--- config.mk ---
export PLATFORM = sky130hd
export DESIGN_NAME = pipeline_hazard_ctrl
export DESIGN_NICKNAME = d
export VERILOG_FILES = /design/src/rtl/riscv_pipe_pkg.sv /design/src/rtl/forward_unit.sv /design/src/rtl/pipeline_hazard_ctrl.sv
export SDC_FILE = /design/constraint.sdc
export NUM_CORES = 1
export LEC_CHECK = 0
export ABC_AREA = 1
export BUFFER_PORTS_ARGS = -buffer_cell sky130_fd_sc_hd__buf_2
export CAP_MARGIN = 5
export CORE_ASPECT_RATIO = 1.75
export CORE_MARGIN = 2
export CORE_UTILIZATION = 47
export CTS_BUF_LIST = sky130_fd_sc_hd__clkbuf_8
export CTS_CLUSTER_SIZE = 40
export DETAILED_ROUTE_END_ITERATION = 6
export HOLD_SLACK_MARGIN = 0.12
export PLACE_DENSITY = 0.74
export SLEW_MARGIN = 10
export SYNTH_ARGS = -nofsm -noshare
export SYNTH_HDL_FRONTEND = slang
export SYNTH_SLANG_ARGS = --single-unit
--- constraint.sdc ---
create_clock -name clk -period 1.9 [get_ports clk]
set_clock_uncertainty 0.05 [all_clocks]
set_input_delay 0.38 -clock clk [delete_from_list [all_inputs] [get_ports clk]]
set_output_delay 0.38 -clock clk [all_outputs]
set_load 0.05 [all_outputs]
--- src/rtl/riscv_pipe_pkg.sv ---
// Shared encodings for the 5-stage RISC-V pipeline control blocks.
package riscv_pipe_pkg;

    localparam logic [1:0] FWD_RD      = 2'b00;
    localparam logic [1:0] FWD_WB      = 2'b01;
    localparam logic [1:0] FWD_MEM     = 2'b10;

    localparam logic [1:0] RES_SRC_MEM = 2'b01;

    localparam logic [0:0] ST_RUN      = 1'b0;
    localparam logic [0:0] ST_WAIT     = 1'b1;

    // Memory-stage result is newer than writeback, so it wins; x0 is never forwarded.
    function automatic logic [1:0] fwd_sel(
        input logic [4:0] rs,
        input logic [4:0] rd_m,
        input logic [4:0] rd_w,
        input logic       rw_m,
        input logic       rw_w
    );
        if (rw_m && (rd_m != 5'd0) && (rd_m == rs))
            return FWD_MEM;
        else if (rw_w && (rd_w != 5'd0) && (rd_w == rs))
            return FWD_WB;
        else
            return FWD_RD;
    endfunction

endpackage

--- src/rtl/forward_unit.sv ---
// Operand-forwarding select generation for the Execute stage (combinational).
module forward_unit
    import riscv_pipe_pkg::*;
(
    input  logic [4:0] i_rs1_e,
    input  logic [4:0] i_rs2_e,
    input  logic [4:0] i_rd_m,
    input  logic [4:0] i_rd_w,
    input  logic       i_reg_write_m,
    input  logic       i_reg_write_w,
    output logic [1:0] o_forward_a,
    output logic [1:0] o_forward_b
);

    assign o_forward_a = fwd_sel(i_rs1_e, i_rd_m, i_rd_w, i_reg_write_m, i_reg_write_w);
    assign o_forward_b = fwd_sel(i_rs2_e, i_rd_m, i_rd_w, i_reg_write_m, i_reg_write_w);

endmodule

--- src/rtl/pipeline_hazard_ctrl.sv ---
// Central hazard controller: forwarding, load-use stall, branch flush,
// memory wait-state freeze and saturating stall/flush counters.
module pipeline_hazard_ctrl
    import riscv_pipe_pkg::*;
#(
    parameter int CNT_W    = 16,
    parameter int WAIT_MAX = 64
) (
    input  logic             clk,
    input  logic             rst_n,
    input  logic [4:0]       Rs1D,
    input  logic [4:0]       Rs2D,
    input  logic [4:0]       Rs1E,
    input  logic [4:0]       Rs2E,
    input  logic [4:0]       RdE,
    input  logic [4:0]       RdM,
    input  logic [4:0]       RdW,
    input  logic             RegWriteE,
    input  logic             RegWriteM,
    input  logic             RegWriteW,
    input  logic [1:0]       ResultSrcE,
    input  logic             PCSrcE,
    input  logic             MemReqM,
    input  logic             MemReadyM,
    input  logic             cnt_clr,
    output logic [1:0]       ForwardAE,
    output logic [1:0]       ForwardBE,
    output logic             StallF,
    output logic             StallD,
    output logic             StallE,
    output logic             StallM,
    output logic             FlushD,
    output logic             FlushE,
    output logic             mem_timeout,
    output logic [CNT_W-1:0] stall_cnt,
    output logic [CNT_W-1:0] flush_cnt,
    output logic [0:0]       o_dbg_state
);

    localparam int               WC_W     = $clog2(WAIT_MAX + 1);
    localparam logic [WC_W-1:0]  WAIT_LIM = WC_W'(WAIT_MAX);
    localparam logic [CNT_W-1:0] CNT_MAX  = '1;

    logic [1:0]       w_fwd_a;
    logic [1:0]       w_fwd_b;
    logic             w_memwait;
    logic             w_lw_stall;
    logic [1:0]       w_fa;
    logic [1:0]       w_fb;
    logic             w_stall_fd;
    logic             w_stall_em;
    logic             w_flush_d;
    logic             w_flush_e;
    logic             w_br_flush;
    logic [WC_W-1:0]  w_wait_nxt;

    logic [0:0]       r_state;
    logic [WC_W-1:0]  r_wait_cnt;
    logic             r_mem_timeout;
    logic [CNT_W-1:0] r_stall_cnt;
    logic [CNT_W-1:0] r_flush_cnt;

    forward_unit u_forward_unit (
        .i_rs1_e       (Rs1E),
        .i_rs2_e       (Rs2E),
        .i_rd_m        (RdM),
        .i_rd_w        (RdW),
        .i_reg_write_m (RegWriteM),
        .i_reg_write_w (RegWriteW),
        .o_forward_a   (w_fwd_a),
        .o_forward_b   (w_fwd_b)
    );

    assign w_memwait  = MemReqM & ~MemReadyM;
    assign w_lw_stall = (ResultSrcE == RES_SRC_MEM) & RegWriteE & (RdE != 5'd0)
                      & ((RdE == Rs1D) | (RdE == Rs2D));

    // Outputs follow memwait directly so the freeze starts in the same cycle;
    // a held PCSrcE naturally produces its flush once memwait drops.
    always_comb begin
        w_fa       = w_fwd_a;
        w_fb       = w_fwd_b;
        w_stall_fd = 1'b0;
        w_stall_em = 1'b0;
        w_flush_d  = 1'b0;
        w_flush_e  = 1'b0;
        if (!rst_n) begin
            w_fa      = FWD_RD;
            w_fb      = FWD_RD;
            w_flush_d = 1'b1;
            w_flush_e = 1'b1;
        end else if (w_memwait) begin
            w_stall_fd = 1'b1;
            w_stall_em = 1'b1;
        end else begin
            w_stall_fd = w_lw_stall & ~PCSrcE;
            w_flush_d  = PCSrcE;
            w_flush_e  = PCSrcE | w_lw_stall;
        end
    end

    assign w_br_flush = w_flush_e & PCSrcE & ~w_memwait;

    always_comb begin
        w_wait_nxt = WC_W'(1);
        if (r_state == ST_WAIT)
            w_wait_nxt = (r_wait_cnt == WAIT_LIM) ? r_wait_cnt : r_wait_cnt + WC_W'(1);
    end

    always_ff @(posedge clk or negedge rst_n) begin
        if (!rst_n) begin
            r_state       <= ST_RUN;
            r_wait_cnt    <= '0;
            r_mem_timeout <= 1'b0;
        end else begin
            if (w_memwait) begin
                r_state    <= ST_WAIT;
                r_wait_cnt <= w_wait_nxt;
                if (w_wait_nxt == WAIT_LIM)
                    r_mem_timeout <= 1'b1;
            end else begin
                r_state    <= ST_RUN;
                r_wait_cnt <= '0;
            end
        end
    end

    always_ff @(posedge clk or negedge rst_n) begin
        if (!rst_n) begin
            r_stall_cnt <= '0;
            r_flush_cnt <= '0;
        end else if (cnt_clr) begin
            r_stall_cnt <= '0;
            r_flush_cnt <= '0;
        end else begin
            if (w_stall_fd && (r_stall_cnt != CNT_MAX))
                r_stall_cnt <= r_stall_cnt + CNT_W'(1);
            if (w_br_flush && (r_flush_cnt != CNT_MAX))
                r_flush_cnt <= r_flush_cnt + CNT_W'(1);
        end
    end

    assign ForwardAE   = w_fa;
    assign ForwardBE   = w_fb;
    assign StallF      = w_stall_fd;
    assign StallD      = w_stall_fd;
    assign StallE      = w_stall_em;
    assign StallM      = w_stall_em;
    assign FlushD      = w_flush_d;
    assign FlushE      = w_flush_e;
    assign mem_timeout = r_mem_timeout;
    assign stall_cnt   = r_stall_cnt;
    assign flush_cnt   = r_flush_cnt;
    assign o_dbg_state = r_state;

endmodule

==> run summary <==
data required time of the worst path: 1.47 ns
die area: 7050 sq um
Final Max Tran Viols: 0
clock-pin slew on the worst setup and hold paths: 0.07 ns
post-synth net total: 489
First-pass DRT Iterations: 5
Buf+Inv Stages, Crit Path: 3
pin count of the biggest net entering global routing: 42
Final Hold Viols: 0
Finished Layout Cells: 637
pwr/cell area: 515 nW/um^2
FF-to-FF setup slack: 0.14 ns
R2R depth: 10
Worst setup EP type: output pin
VDD IR-drop max: 367 uV
HP Class: primary input to asynchronous set/reset pin
minimum clock period: 1.99 ns
Pleak: 0.00210 uW
total grt overflow: 0
Fmax: 503 MHz
fill cell count: 542
first-pass GRT wire length: 14100 um
CTS max path bufs: 2
Seq/Total Area, Yosys: 0.343
final core utilization: 0.660
Data arrival, critical path: 1.56 ns
CTS root buffer: clkbuf_8
Tcrit/Tclk final: 1.05
Wirelength per Cell: 13.6 um
CTS tree: done
Multi-input gate area: 1860 sq um
vias: 3293
Crit Path Class: primary input to output pin
DRT iter0 DRCs: 122
I/O Pins: 90
Netlist cell types: 35
clock sink count: 41
Synth warnings: 0
Avg Cell Area, Syn: 6.82 sq um
CTS Hold Buffers Added: 0
r2r endpoint: flush_cnt[9]$_DFFE_PN0P_
post-DP HPWL: 6470 um
dpl cells: 628
Reg-to-Reg Start: flush_cnt[0]$_DFFE_PN0P_
vias in the first global route: 3276
Post-Route WL: 8640 um
TNS Setup: -0.164 ns
post-synthesis xor/xnor area fraction: 0.117
Rel. slew slack: 0.640
Critical Path Stages: 7
Max Cap Violations: 0
Port Buf Inserts: 89
Vias/cell: 5.17
worst skew pair latency: 0.29 ns
status: finished with violations
final RePlAce weighted congestion: 0.911
H-tree levels: 2
Crit path max-delay family: simple AND/OR/NAND/NOR gates
P&R area growth vs syn: 36.2%
Adder-Cell Fraction of Synth Area: 0.0167
Largest stage delay, worst path: 0.22 ns
Sequential Area: 1030 sq um
layout cell share with drive strength beyond 1: 0.298
Gate Count Post-Synth: 439
Starting Density: 0.484
initial antenna violation count: 0
worst-path fanout max: 2
Max stage delay cell, worst path: nor3_4
die height: 110 um
mapped cell area: 2990 sq um
startpoint types: primary input
core area: 6180 sq um
Rows: 38
DP Area: 3790 sq um
ANT cells: 0
Crit path top cell by count: buf_6
flops & latches, synth: 41
failing checks: negative setup slack
Place WS: -0.192 ns
Synth Area in Simple Gates: 0.373
unrepaired setup endpoints after global routing: true
complex-gate fraction of the synthesized area: 0.0593
antenna viol nets, final: 0
Die Span X: 64.3 um
GRT Util Overall: 0.252
Slew @ Worst Pin: 0.540 ns
DR DRC count: 0
post-route cell area: 4080 sq um
Layout Nets: 606
mux share of post-synthesis cell area: 0
PnR worst setup slack: -0.0892 ns
CTS Buf Count: 5
CP Cell Sequence: buf_2 > buf_6 > xor2_2 > nor4_2 > nand3_1 > nor3_4 > buf_6
Setup-failing EPs final: 2
largest family of logic cells by synthesized area: simple AND/OR/NAND/NOR gates
state kept, by name, indices dropped and copies added, names as in the netlist:
signal	count
mem_timeout	1
r_wait_cnt	7
o_dbg_state	1
flush_cnt	16
stall_cnt	16
metrics by stage:
step                      power, uW  hold slack [ns]
after floorplan                1170           0.0344
after global placement         1340            0.392
after detailed placement       1350            0.420
after CTS                      2090            0.267
after global routing           2200            0.298
final                          2100            0.249
kinds of logic (layout without fill, tap and decap cells):
group                    after synthesis  after routing
XOR/XNOR                              40             40
buffers and inverters                 67            185
AO/OA/AOI/OAI                         31             31
flip-flops                            41             41
AND/OR/NAND/NOR                      256            256
adder cells (fa/ha/maj)                4              4
worst max path at each step:
stage | start | endpoint | slack, ns
final | RdW[2] | ForwardAE[0] | -0.09
after floorplan | RdM[2] | ForwardAE[0] | -0.07
after global routing | RdW[2] | ForwardBE[0] | -0.17
after global placement | RdM[3] | ForwardAE[1] | -0.12
after CTS | Rs1E[3] | ForwardAE[0] | -0.03
after detailed placement | RdM[2] | ForwardAE[0] | -0.19
final cells by class:
type | count | share of cell area
clock buffers | 6 | 0.0202
multi-input cells | 331 | 0.456
flip-flops and latches | 41 | 0.252
clock inverters | 2 | 0.00828
inverters | 59 | 0.0555
repair buffers | 118 | 0.183
well taps | 80 | 0.0245
Yosys cell counts, drive strengths merged:
cell | instances | share of area
o21ai | 13 | 0.022
a211oi | 1 | 0.0025
nand2 | 122 | 0.16
xnor2 | 14 | 0.041
nor4 | 4 | 0.0084
o22ai | 1 | 0.0021
nand4 | 13 | 0.027
o41ai | 1 | 0.0029
nor2 | 68 | 0.089
clkinv | 2 | 0.0025
inv | 57 | 0.071
nand3 | 38 | 0.068
xor2 | 26 | 0.076
o21a | 1 | 0.0025
nor3 | 8 | 0.015
clkbuf | 3 | 0.0050
or2 | 2 | 0.0042
ha | 4 | 0.017
o31ai | 4 | 0.010
buf | 5 | 0.012
nor3b | 1 | 0.0025
dfrtp | 41 | 0.34
o211ai | 1 | 0.0025
a21oi | 9 | 0.015
repair_timing:
action / in CTS / in global routing
resized for setup: 20 / 26
pin swaps: 1 / 11
setup buffers: 0 / 1
endpoints found under the setup margin: 4 / 10
layer usage:
layer / up-vias / global-route usage / routed length, um
li1: 1619 / - / -
met1: 1558 / 0.271 / 3200
met2: 96 / 0.481 / 4820
met3: 20 / 0.0379 / 420
met4: 0 / 0.106 / 199
met5: - / 0 / 0
tightest hold or removal path: stages:
cell and delay, ns:
buf_2 0.11, buf_4 0.11, buf_4 0.44
power by group:
| group | leakage [uW] | switching [uW] | internal, uW | total, uW |
|---|---|---|---|---|
| sequential | 0.000560 | 18.9 | 887 | 906 |
| combinational | 0.00148 | 293 | 173 | 466 |
| clock | 0.0000626 | 305 | 423 | 728 |
| total | 0.00210 | 617 | 1480 | 2100 |
cell usage in the layout, fill, tap and decap left out, types with 10 or more instances in the layout:
master | Yosys | final
buf_6 | 1 | 12
o21ai_0 | 12 | 10
buf_2 | 2 | 74
buf_4 | 2 | 31
nand3_1 | 37 | 37
xor2_1 | 26 | 24
inv_1 | 54 | 51
nand2_1 | 117 | 117
dfrtp_1 | 41 | 39
xnor2_1 | 14 | 13
nor2_1 | 65 | 56
nand4_1 | 13 | 13
Note: power is estimated with default switching activity, not from simulation.
